<file path="config.mk">
export PLATFORM = sky130hd
export DESIGN_NAME = mem_access
export DESIGN_NICKNAME = d
export VERILOG_FILES = /design/src/rtl/mem_access_pkg.sv /design/src/rtl/mem_align.sv /design/src/rtl/mem_access.sv
export SDC_FILE = /design/constraint.sdc
export NUM_CORES = 1
export LEC_CHECK = 0
export BUFFER_PORTS_ARGS = -buffer_cell sky130_fd_sc_hd__buf_2
export CORE_MARGIN = 3
export CORE_UTILIZATION = 40
export DETAILED_ROUTE_END_ITERATION = 6
export PLACE_DENSITY = 0.72
export SYNTH_ARGS = -nofsm -noshare
export SYNTH_HDL_FRONTEND = slang
export SYNTH_SLANG_ARGS = --single-unit
</file>
<file path="constraint.sdc">
create_clock -name clk -period 2.6 [get_ports clk]
set_clock_uncertainty 0.2 [all_clocks]
set_input_delay 0.13 -clock clk [delete_from_list [all_inputs] [get_ports clk]]
set_output_delay 0.13 -clock clk [all_outputs]
set_load 0.01 [all_outputs]
</file>
<file path="src/rtl/mem_access_pkg.sv">
// Shared types and opcode helpers for the load/store access block.
package mem_access_pkg;

  typedef enum logic [3:0] {
    OP_LW  = 4'd0,
    OP_LH  = 4'd1,
    OP_LHU = 4'd2,
    OP_LB  = 4'd3,
    OP_LBU = 4'd4,
    OP_SW  = 4'd5,
    OP_SH  = 4'd6,
    OP_SB  = 4'd7
  } opcode_t;

  typedef enum logic [1:0] {
    IDLE   = 2'd0,
    ACCESS = 2'd1,
    DONE   = 2'd2
  } mem_state_t;

  function automatic logic op_supported(input opcode_t op);
    case (op)
      OP_LW, OP_LH, OP_LHU, OP_LB, OP_LBU, OP_SW, OP_SH, OP_SB: return 1'b1;
      default: return 1'b0;
    endcase
  endfunction

  function automatic logic op_is_store(input opcode_t op);
    return (op == OP_SW) || (op == OP_SH) || (op == OP_SB);
  endfunction

  // Byte accesses can never be misaligned.
  function automatic logic op_aligned(input opcode_t op, input logic [1:0] offset);
    case (op)
      OP_LW, OP_SW:         return offset == 2'b00;
      OP_LH, OP_LHU, OP_SH: return offset[0] == 1'b0;
      default:              return 1'b1;
    endcase
  endfunction

endpackage

</file>
<file path="src/rtl/mem_align.sv">
// Combinational byte-lane steering for stores and lane select/extension for loads.
module mem_align
  import mem_access_pkg::*;
(
  input  opcode_t     opcode,
  input  logic [1:0]  offset,
  input  logic [31:0] store_data,
  input  logic [31:0] read_data,
  output logic [3:0]  byteenable,
  output logic [31:0] write_data,
  output logic [31:0] load_data
);

  logic [7:0]  lane_byte;
  logic [15:0] lane_half;

  // Little-endian: byte at offset k sits on bits [8k+7:8k].
  assign lane_byte = read_data[{offset, 3'b000} +: 8];
  assign lane_half = read_data[{offset[1], 4'b0000} +: 16];

  // NOTE: every output gets a default before the case so no path can infer a latch.
  always_comb begin
    byteenable = 4'b1111;
    write_data = store_data;
    load_data  = read_data;
    case (opcode)
      OP_LB:  load_data = {{24{lane_byte[7]}}, lane_byte};
      OP_LBU: load_data = {24'h000000, lane_byte};
      OP_LH:  load_data = {{16{lane_half[15]}}, lane_half};
      OP_LHU: load_data = {16'h0000, lane_half};
      OP_SH: begin
        byteenable = offset[1] ? 4'b1100 : 4'b0011;
        write_data = {2{store_data[15:0]}};
      end
      OP_SB: begin
        byteenable = 4'b0001 << offset;
        write_data = {4{store_data[7:0]}};
      end
      default: ;
    endcase
  end

endmodule

</file>
<file path="src/rtl/mem_access.sv">
// Load/store bus master: IDLE -> ACCESS -> DONE with wait-timeout and alignment checks.
module mem_access
  import mem_access_pkg::*;
#(
  parameter int MAX_WAIT = 255
) (
  input  logic        clk,
  input  logic        reset_n_i,
  input  logic        start_i,
  input  opcode_t     opcode_i,
  input  logic [31:0] effective_address_i,
  input  logic [31:0] store_data_i,
  output logic        busy_o,
  output logic        done_o,
  output logic [31:0] load_data_o,
  output logic        addr_error_o,
  output logic        bus_error_o,
  output logic [31:0] mem_address_o,
  output logic        mem_read_o,
  output logic        mem_write_o,
  output logic [3:0]  mem_byteenable_o,
  output logic [31:0] mem_writedata_o,
  input  logic [31:0] mem_readdata_i,
  input  logic        mem_waitrequest_i
);

  localparam int WCW = (MAX_WAIT < 2) ? 1 : $clog2(MAX_WAIT);
  localparam logic [WCW-1:0] WAIT_LAST = WCW'(MAX_WAIT - 1);

  mem_state_t     state_q, state_d;
  opcode_t        op_q, op_d;
  logic [1:0]     off_q, off_d;
  logic [WCW-1:0] wait_q, wait_d;

  logic        busy_d, done_d, addr_err_d, bus_err_d, rd_d, wr_d;
  logic [31:0] load_d, addr_d, wd_d;
  logic [3:0]  be_d;

  opcode_t     align_op;
  logic [1:0]  align_off;
  logic [3:0]  align_be;
  logic [31:0] align_wd, align_load;

  // One aligner serves both phases: incoming request in IDLE, latched request afterwards.
  assign align_op  = (state_q == IDLE) ? opcode_i : op_q;
  assign align_off = (state_q == IDLE) ? effective_address_i[1:0] : off_q;

  mem_align u_align (
    .opcode     (align_op),
    .offset     (align_off),
    .store_data (store_data_i),
    .read_data  (mem_readdata_i),
    .byteenable (align_be),
    .write_data (align_wd),
    .load_data  (align_load)
  );

  always_comb begin
    state_d    = state_q;
    op_d       = op_q;
    off_d      = off_q;
    wait_d     = wait_q;
    busy_d     = busy_o;
    done_d     = 1'b0;
    addr_err_d = 1'b0;
    bus_err_d  = 1'b0;
    load_d     = load_data_o;
    rd_d       = mem_read_o;
    wr_d       = mem_write_o;
    addr_d     = mem_address_o;
    be_d       = mem_byteenable_o;
    wd_d       = mem_writedata_o;
    case (state_q)
      IDLE: begin
        if (start_i && op_supported(opcode_i)) begin
          op_d  = opcode_i;
          off_d = effective_address_i[1:0];
          if (!op_aligned(opcode_i, effective_address_i[1:0])) begin
            state_d    = DONE;
            done_d     = 1'b1;
            addr_err_d = 1'b1;
          end else begin
            state_d = ACCESS;
            busy_d  = 1'b1;
            wait_d  = '0;
            rd_d    = !op_is_store(opcode_i);
            wr_d    = op_is_store(opcode_i);
            addr_d  = {effective_address_i[31:2], 2'b00};
            be_d    = align_be;
            wd_d    = align_wd;
          end
        end
      end
      ACCESS: begin
        if (!mem_waitrequest_i) begin
          state_d = DONE;
          done_d  = 1'b1;
          busy_d  = 1'b0;
          rd_d    = 1'b0;
          wr_d    = 1'b0;
          if (mem_read_o) load_d = align_load;
        end else if (wait_q == WAIT_LAST) begin
          state_d   = DONE;
          done_d    = 1'b1;
          bus_err_d = 1'b1;
          busy_d    = 1'b0;
          rd_d      = 1'b0;
          wr_d      = 1'b0;
        end else begin
          wait_d = wait_q + WCW'(1);
        end
      end
      DONE:    state_d = IDLE;
      default: state_d = IDLE;
    endcase
  end

  // NOTE: state uses non-blocking assignments so every register samples pre-edge values.
  always_ff @(posedge clk or negedge reset_n_i) begin
    if (!reset_n_i) begin
      state_q          <= IDLE;
      op_q             <= OP_LW;
      off_q            <= 2'b00;
      wait_q           <= '0;
      busy_o           <= 1'b0;
      done_o           <= 1'b0;
      addr_error_o     <= 1'b0;
      bus_error_o      <= 1'b0;
      load_data_o      <= 32'h0;
      mem_read_o       <= 1'b0;
      mem_write_o      <= 1'b0;
      mem_address_o    <= 32'h0;
      mem_byteenable_o <= 4'h0;
      mem_writedata_o  <= 32'h0;
    end else begin
      state_q          <= state_d;
      op_q             <= op_d;
      off_q            <= off_d;
      wait_q           <= wait_d;
      busy_o           <= busy_d;
      done_o           <= done_d;
      addr_error_o     <= addr_err_d;
      bus_error_o      <= bus_err_d;
      load_data_o      <= load_d;
      mem_read_o       <= rd_d;
      mem_write_o      <= wr_d;
      mem_address_o    <= addr_d;
      mem_byteenable_o <= be_d;
      mem_writedata_o  <= wd_d;
    end
  end

endmodule

</file>
==> run summary, run 1 <==
Initial antenna violation count: 0. The clock passes through at most 2 buffers. The logs give 0.823 for the global placer's final weighted congestion and 0.535 for the normalized max-slew margin. The aggregate global-route resource usage came out at 0.231.

The number of setup buffers added after CTS is 0. Detailed routing inserted a total of 5,844 vias. The run finished with clean final reports. Setup violations remaining at the end of the flow were counted as 0. The pre-CTS setup slack is 0.123 ns, and the largest stage delay on the critical path is 0.65 ns. TritonCTS built the clock tree.

Derived from the worst setup path, the maximum achievable clock frequency is 404 MHz. The proportion of netlist area held by the largest area contributor works out to 0.515. In this run, the number of DRC markers left after iteration 0 of detailed routing was 288. After clock tree synthesis, the clock-pin slew on the worst setup and hold paths is 0.05 ns.

Clock tree synthesis found a total of 120 sinks. For the pin count of the biggest net entering global routing, the log shows 92. The share of final-layout standard cells stronger than drive strength 1 was 0.303.

The logs give 0.00446 uW for the static power due to leakage and 0.124 ns for the worst setup slack after layout. The worst setup path is of the input pin to register kind. Of all nets on the critical path, the largest fanout is 91. By area the synthesized netlist is led by sky130_fd_sc_hd__dfrtp_1, sky130_fd_sc_hd__nand2_1, sky130_fd_sc_hd__mux2i_1. Count of cells along the worst register-to-register path: 7. The kind of start point of the critical path is an input pin. For this design the ratio of total power to cell area is 906 nW/um2.

CTS built an H-tree with a depth of 4. The logs give 0 for the max-capacitance violation count and 11,800 um for the HPWL reported at the end of detailed placement. The end-of-flow core utilization was 0.625; the I/O pin count was 210. The final cycle utilization of the critical path is 0.952. After detailed routing, the average wire length per cell comes to 16.2 um. The first global-routing pass estimated 30,000 um of wire. The cell type contributing the most total cell area after synthesis is sky130_fd_sc_hd__dfrtp_1. After layout, the minimum clock period comes to 2.48 ns. For the pin with the worst max-slew slack, the measured transition is 0.698 ns. The share of synthesized flip-flops with an asynchronous set or reset was 1.00; the depth of the worst hold-timing path was 4. The sequential share of the synthesized area was 0.515; the worst path required time was 2.72 ns.

Starting utilization of the core area: 0.415. The die is 127 um wide. The tree is rooted in a sky130_fd_sc_hd__clkbuf_16. The final number of hold-violating endpoints is 0. The worst-path cell with the longest stage delay is sky130_fd_sc_hd__or4_2. The area growth from synthesis to layout is 50.6%.

Number of flops mapped to enable cells by yosys: 0. The largest delay contributor family on the critical path is simple AND/OR/NAND/NOR gates. Number of iterations in the first detailed-routing pass: 4. The tools report the maximum VDD drop as 0.607 mV.

The count of warnings emitted by yosys is 0, and the via count of the first global-routing pass is 5,848. The die covers 16,100 um2. Yosys mapped the design onto 57 distinct sky130hd cell types.

For the post-route antenna net violation count, the log shows 0. The main flop type after synthesis is sky130_fd_sc_hd__dfrtp_1. Adding up every negative setup slack in the final design gives 0 ns.

The clock buffer count from CTS was 17; the total wire length was 18,600 um. The mean number of vias per cell was 5.09; the final count of pins violating max slew was 0. Walking the worst path, the cells encountered are dlygate4sd3_1 -> buf_2 -> nor2_2 -> a221oi_1 -> and2_1 -> or4_2 -> buf_12 -> o31ai_2.

For the endpoint arrival time on the critical path, the log shows 2.59 ns. The tools report the latest clock arrival within the worst-skew pair as 0.41 ns. The worst setup path is captured at a register. The number of logic stages on the critical path including buffering came out at 8. The cell area that synthesis handed to floorplanning was 5830 um2.

The floorplan has 43 rows. The class of the tightest hold or removal check is input pin to register. Input and output buffers added on the ports amount to 207.

The total number of nets in the final design is 1,064. The combined buffer and inverter count along the critical path is 3, and the sum of overflow across all layers after global routing is 0. The per-instance average area after synthesis works out to 9.09 um2. Flip-flop and latch count after synthesis: 120.

Setup repair after global routing left no endpoint under its margin. Synthesis produced 641 cells. The area of the core region is 14,000 um2, and the chip height is 127 um.

In the routed design, unresolved DRC markers number 0. Number of antenna repair diodes: 0.
==> worst reg2reg max path, delay by kind of cell (launching register included) <==
family                 cells  cell delay [ns]
AO/OA/AOI/OAI              1             0.18
buffers and inverters      2             0.46
flip-flops                 1             0.48
multiplexers               1             0.26
AND/OR/NAND/NOR            3             0.81
==> timing repair <==
item                                    in CTS  in global routing
hold buffers                               102                  0
resized for setup                            0                 10
hold endpoints to repair                   155                  0
endpoints found under the setup margin       0                 29
==> cells in the final DEF, fill, tap and decap left out, types with 2 or more instances in the layout <==
cell                            netlist  routed
sky130_fd_sc_hd__mux2_2               3       3
sky130_fd_sc_hd__clkbuf_8             0       3
sky130_fd_sc_hd__dfrtp_1            120     119
sky130_fd_sc_hd__o21ai_1              4       4
sky130_fd_sc_hd__buf_2               10     206
sky130_fd_sc_hd__nand2b_1             4       4
sky130_fd_sc_hd__a21oi_1             10      10
sky130_fd_sc_hd__o22ai_1              9       9
sky130_fd_sc_hd__nand4_1              2       2
sky130_fd_sc_hd__inv_1                5       5
sky130_fd_sc_hd__mux2i_2              0       3
sky130_fd_sc_hd__a31oi_1              6       6
sky130_fd_sc_hd__clkbuf_16            0      17
sky130_fd_sc_hd__conb_1               1       2
sky130_fd_sc_hd__o21ai_0             48      48
sky130_fd_sc_hd__clkinv_2             0       4
sky130_fd_sc_hd__a2bb2oi_1            7       7
sky130_fd_sc_hd__buf_4                4      21
sky130_fd_sc_hd__ha_1                 2       2
sky130_fd_sc_hd__nor2_2               1       2
sky130_fd_sc_hd__a21oi_4             10      10
sky130_fd_sc_hd__mux2i_1             26      23
sky130_fd_sc_hd__nor3b_2              1       2
sky130_fd_sc_hd__nand2_1            217     216
sky130_fd_sc_hd__dlygate4sd3_1        0     102
sky130_fd_sc_hd__nor2_1              49      47
sky130_fd_sc_hd__and3_1               9       9
sky130_fd_sc_hd__nor2b_1              2       2
sky130_fd_sc_hd__o31ai_1             18      17
sky130_fd_sc_hd__nand3_2              2       2
sky130_fd_sc_hd__nand3_1              9       9
sky130_fd_sc_hd__clkbuf_1            19       2
sky130_fd_sc_hd__buf_12               1       4
sky130_fd_sc_hd__o21a_1               2       2
sky130_fd_sc_hd__nor3_1               2       2
sky130_fd_sc_hd__o211a_1              8       8
sky130_fd_sc_hd__and2_1               4       4
sky130_fd_sc_hd__bufinv_16            0       2
==> registers in the layout (all words and copies together), names as in the netlist, 2 cells and up <==
| signal | cells |
|---|---|
| wait_q | 8 |
| mem_writedata_o | 32 |
| state_q | 2 |
| load_data_o | 32 |
| op_q | 4 |
| off_q | 2 |
| mem_byteenable_o | 4 |
| mem_address_o | 30 |
==> cells by family after synthesis <==
logic type | Yosys count | share of synthesized area
muxes | 29 | 0.0504
AOI/OAI and AO/OA | 130 | 0.161
and+or+nand+nor | 316 | 0.229
buffers and inverters | 41 | 0.0365
xor gates and xnor gates | 2 | 0.00301
DFF | 120 | 0.515
adders and majority gates | 2 | 0.00429
other | 1 | 0.000643
==> synthesized netlist by cell type (all sizes together) (3+ instances only) <==
master,instances
nand2,217
dfrtp,120
o21ai,53
nor2,50
mux2i,26
a21oi,20
clkbuf,19
o31ai,18
buf,17
nand3,11
and3,9
o22ai,9
o211a,8
a2bb2oi,7
a31oi,6
inv,5
and2,4
nand2b,4
mux2,3
nor3,3
or2,3
==> final cells by class <==
type	instances	area, um2
clock buffer	22	474
clock inverter	8	96.3
fill	1147	5260
inverter	5	18.8
multi-input combinational	481	2670
sequential	120	3000
tap	180	225
timing repair buffer	333	2290
==> metal layers <==
metal / track usage / vias up / part of all wire
met5: 0 / - / 0
met4: 0.0991 / 0 / 0.032
met3: 0.0581 / 45 / 0.068
met2: 0.384 / 234 / 0.49
met1: 0.287 / 2762 / 0.41
li1: - / 2803 / -
==> worst paths after layout <==
check / from / end / slack, ns
setup / recovery: opcode_i[1] / mem_writedata_o[30] / 0.12
hold / removal: start_i / op_q[3] / 0.09
setup reg to reg: state_q[1] / load_data_o[25] / 0.14
hold reg to reg: mem_address_o[29] / mem_address_o[29] / 0.27
max in group asynchronous: reset_n_i / mem_address_o[20] / 1.38
min in group asynchronous: reset_n_i / load_data_o[17] / 0.10
==> where the power goes <==
group / internal, uW / leakage [uW] / switching (uW)
clock network: 1470 / 0.000282 / 824
registers: 2490 / 0.00148 / 384
logic: 1210 / 0.00270 / 1570
==> per-stage QoR <==
stage | hold WS [ns] | instance area (um2) | cells | power (uW)
2_1_floorplan | -0.366 | 5830 | 642 | 4370
6_report | 0.0919 | 8780 | 1149 | 7950
3_3_place_gp | 0.0150 | 7150 | 1017 | 5450
5_1_grt | 0.122 | 8780 | 1149 | 8450
4_1_cts | 0.0666 | 8740 | 1149 | 7960
3_5_place_dp | 0.0194 | 7150 | 1017 | 5510
Note: power is estimated with default switching activity, not from simulation.
==> run 2, diff against run 1 <==
- ABC_AREA: not set -> 1
- PLACE_DENSITY: 0.72 -> 0.7
==> run 2 against run 1 <==
Flip-flop and latch count stayed put. Maximum frequency is 0.29% higher. Clock power is 3% higher. Non-clock buffer count stayed put. Clock-buffer cell count is 2 lower. Worst hold slack better by 0.034 ns. First-iteration DRC count is 82% higher. Cell count is 23% higher. Sequential share of layout area is 2.2 points lower. Sequential power hardly changed. Via count is 20% higher. Critical path type is now register to register. Largest cell class unchanged. Largest power group is now combinational cells. Highest routed layer unchanged.
==> run summary, run 2 <==
The run gives 0 (unchanged) as the post-route antenna net violation count. The run gives 2.62 ns (+0.03 ns) as the endpoint arrival time on the critical path. The tools report the combined area of all synthesized cells as 6420 um2 (+10%).

The clock sink count is 120 (unchanged). The tools report the number of iterations in the first detailed-routing pass as 6 (+2). For the post-synthesis instance total, the log shows 877 (+37%). The flow ran to the end, and the final reports show no timing, DRC or antenna violations. Chip height: 133 um (+4.7%). The horizontal extent of the die came out at 133 um (+4.7%).

The largest stage delay on the critical path was 0.58 ns (-0.07 ns); the clock period minus final worst setup slack was 2.47 ns (-0.00723 ns). Sorting the synthesized cells by area gives the leading types as sky130_fd_sc_hd__dfrtp_1, sky130_fd_sc_hd__nand2_1, sky130_fd_sc_hd__nor2_1. The share of synthesized flip-flops with an asynchronous set or reset is 1.00 (unchanged). TritonCTS built the clock tree. The final cycle utilization of the critical path was 0.950 (-0.00278); the number of design-rule violations left by the first detailed-router iteration was 525 (+82%).

The routed length per placed instance works out to 15.2 um (-6.3%). Start-to-end type of the worst setup path: register to register. The normalized max-slew margin was 0.525 (-0.00961). Leaving out fill and tap cells, the most frequent cell in the layout is sky130_fd_sc_hd__nand2_1.

The tools report the DRC violations left as 0 (unchanged). The global routing usage on met2 was 0.404 (+0.0197). The tools report the clock tree root buffer cell as sky130_fd_sc_hd__clkbuf_16. The total power per unit cell area was 871 nW/um2 (-3.9%). Summed over all instances, the cell type with the most area after synthesis is sky130_fd_sc_hd__dfrtp_1.

Among all stages on the critical path, the largest delay is contributed by sky130_fd_sc_hd__dlygate4sd3_1. In the post-synthesis netlist, the cell with the most instances is sky130_fd_sc_hd__nand2_1. The startpoint identified for the worst register-to-register timing path is state_q[1]. The I/O pin count is 210 (unchanged), and the starting utilization of the core area is 0.416 (+0.00109). The count of warnings emitted by yosys was 0 (unchanged). For the first-pass GRT wire length, the log shows 35,000 um (+17%). Share of final-layout standard cells stronger than drive strength 1: 0.248 (-0.0553). The run gives 54 (-41%) as the pin count of the biggest net entering global routing. Final number of hold-violating endpoints: 0 (unchanged).

The flop-to-flop setup slack was 0.13 ns (about the same); the via count was 6,993 (+20%). For the met1 global-route usage, the log shows 0.311 (+0.0243). The met3 track demand over resource came out at 0.0707 (+0.0126).

The number of library cell types mapped by synthesis came out at 32 (-44%). The clock slew at the register clock pins of the worst setup and hold paths is 0.07 ns (+0.02 ns). The aggregate global-route resource usage was 0.245 (+0.0139); the HPWL reported at the end of detailed placement was 13,700 um (+16%).

The most used flip-flop cell after synthesis is sky130_fd_sc_hd__dfrtp_1. The final number of setup-violating endpoints was 0 (unchanged). For the row count, the log shows 45 (+4.7%).

The worst path required time is 2.75 ns (+0.03 ns). The mean number of vias per cell is 4.94 (-2.9%). The end-of-flow core utilization is 0.607 (-0.0178). The flip-flop and latch count after synthesis came out at 120 (unchanged).

For the maximum root-to-sink buffer count, the log shows 2 (unchanged). The slew of the pin with the lowest slew margin came out at 0.713 ns (+0.0144 ns). In the final layout, the registers with the most flip-flops are load_data_o: 32 flops, mem_writedata_o: 32 flops, mem_address_o: 30 flops.

The per-instance average area after synthesis is 7.32 um2 (-19%), and the number of antenna repair diodes is 0 (unchanged). The tools report the final count of pins violating max slew as 0 (unchanged). Most heavily used metal layer in global routing: met2. The tools report the maximum achievable frequency as 405 MHz (+0.29%). The top cell types in the final layout, fill and taps aside, are sky130_fd_sc_hd__nand2_1, sky130_fd_sc_hd__buf_2, sky130_fd_sc_hd__nor2_1.

The kind of capture point of the worst setup path is a register. The die footprint is 17,600 um2 (+9.7%), and the sequential share of the synthesized area is 0.468 (-0.0475). Area of the core region: 15,400 um2 (+9.9%). The signal on the critical path passes through nor2_4 -> nand2_1 -> nand2_2 -> nand2_2 -> nor2_4 -> buf_4 -> a21oi_1 -> a21oi_1 -> dlygate4sd3_1. The proportion of netlist area held by the largest area contributor is 0.468 (-0.0475).

For the total number of nets in the final design, the log shows 1,298 (+22%). Tracing the worst setup path back leads to its startpoint at state_q[1]. The sum of overflow across all layers after global routing was 0 (unchanged); the total wire length was 21,500 um (+16%). Setup TNS: 0 ns (unchanged).

The class of the tightest hold or removal check was input pin to asynchronous set/reset pin. The kind of start point of the critical path was a register. Setup repair after global routing left no endpoint under its margin. The logs give 0 (unchanged) for the initial antenna violation count and 0.00499 uW (+12%) for the static power due to leakage.

The tools report the max-capacitance violation count as 0 (unchanged). Counting instances in the post-synthesis netlist gives the leading cell types as sky130_fd_sc_hd__nand2_1, sky130_fd_sc_hd__nor2_1, sky130_fd_sc_hd__dfrtp_1, sky130_fd_sc_hd__nand3_1, sky130_fd_sc_hd__inv_1. The via count of the first global-routing pass was 6,861 (+17%). The latest clock arrival within the worst-skew pair was 0.41 ns (about the same); the count of port buffers added during placement was 207 (unchanged).

The run gives 4 (unchanged) as the H-tree depth reported by CTS. The maximum VDD drop is 0.590 mV (-2.8%). The tools report the global placer's final weighted congestion as 0.881 (+7.0%).

The area overhead of the layout relative to synthesis is 45.9%. The tools report the clock buffer count from CTS as 17 (unchanged). The number of flops mapped to enable cells by yosys was 0 (unchanged); the maximum fanout count along the critical path was 16 (-82%).
## run 2: cell types whose count changed after synthesis, moves of 10 or more
| cell | before | now |
|---|---|---|
| sky130_fd_sc_hd__nand2_2 | 0 | 14 |
| sky130_fd_sc_hd__nand3_1 | 9 | 75 |
| sky130_fd_sc_hd__o31ai_1 | 18 | 0 |
| sky130_fd_sc_hd__nand2_1 | 217 | 296 |
| sky130_fd_sc_hd__o21ai_0 | 48 | 60 |
| sky130_fd_sc_hd__nor2_1 | 49 | 121 |
| sky130_fd_sc_hd__a21oi_1 | 10 | 25 |
| sky130_fd_sc_hd__clkbuf_1 | 19 | 8 |
| sky130_fd_sc_hd__a21oi_4 | 10 | 0 |
| sky130_fd_sc_hd__mux2i_1 | 26 | 0 |
| sky130_fd_sc_hd__inv_1 | 5 | 62 |
## run 2: per-stage QoR
stage                     cells  instance area [um2]  worst slack (ns)  hold slack [ns]  total power (uW)
after CTS                  1412                 9330            0.0373            0.163              8110
after global placement     1271                 7650             0.373           0.0208              5510
after detailed placement   1271                 7650             0.331           0.0191              5560
after global routing       1416                 9370            0.0223            0.201              8690
final                      1416                 9370             0.131            0.126              8160
after floorplan             878                 6420             0.756           -0.366              4480
## run 2: worst max-delay path, delay by kind of cell (launching register included)
family / cells / cell delay [ns]
buffers and inverters: 2 / 0.82
AO/OA/AOI/OAI: 2 / 0.24
flip-flops: 1 / 0.44
AND/OR/NAND/NOR: 5 / 0.69
## run 2: worst paths after layout
path                       cells past startpoint                   to
setup reg to reg                               9  mem_writedata_o[19]
hold / removal                                 2    mem_address_o[24]
setup / recovery                               9  mem_writedata_o[19]
min in group clk                               4     mem_address_o[7]
max in group asynchronous                      3      load_data_o[26]
hold reg to reg                                2    mem_address_o[22]
## run 2: final cells by class
cell class / instances / area, um2
clock inverter: 12 / 128
multi-input combinational: 653 / 2950
fill: 1328 / 6060
timing repair buffer: 333 / 2310
clock buffer: 20 / 467
tap: 211 / 264
sequential: 120 / 3000
inverter: 67 / 254
## run 2: repair_timing
| action | CTS | global route |
|---|---|---|
| setup buffers | 0 | 4 |
| resized for setup | 0 | 3 |
| setup endpoints to repair | 0 | 5 |
| hold buffers | 109 | 0 |
| hold endpoints to repair | 159 | 0 |
## run 2: layer usage
layer	vias up	routed length [um]
met1	3207	8800
met5	-	0
met4	0	369
li1	3395	-
met3	39	1910
met2	352	10400
## run 2: report_power, final
group / internal (uW) / switching (uW) / total (uW)
Sequential: 2480 / 388 / 2860
Clock: 1420 / 954 / 2380
Combinational: 1170 / 1750 / 2920
Total: 5070 / 3090 / 8160
## run 2: logic make-up (layout without fill, tap and decap cells)
logic type,Yosys count,in the layout,share of synthesized area
AO/OA/AOI/OAI,111,111,0.0916
XOR/XNOR,4,4,0.00546
adder cells (fa/ha/maj),2,2,0.00390
buffers and inverters,105,432,0.0744
flip-flops,120,120,0.468
other,1,2,0.000584
AND/OR/NAND/NOR,534,534,0.356
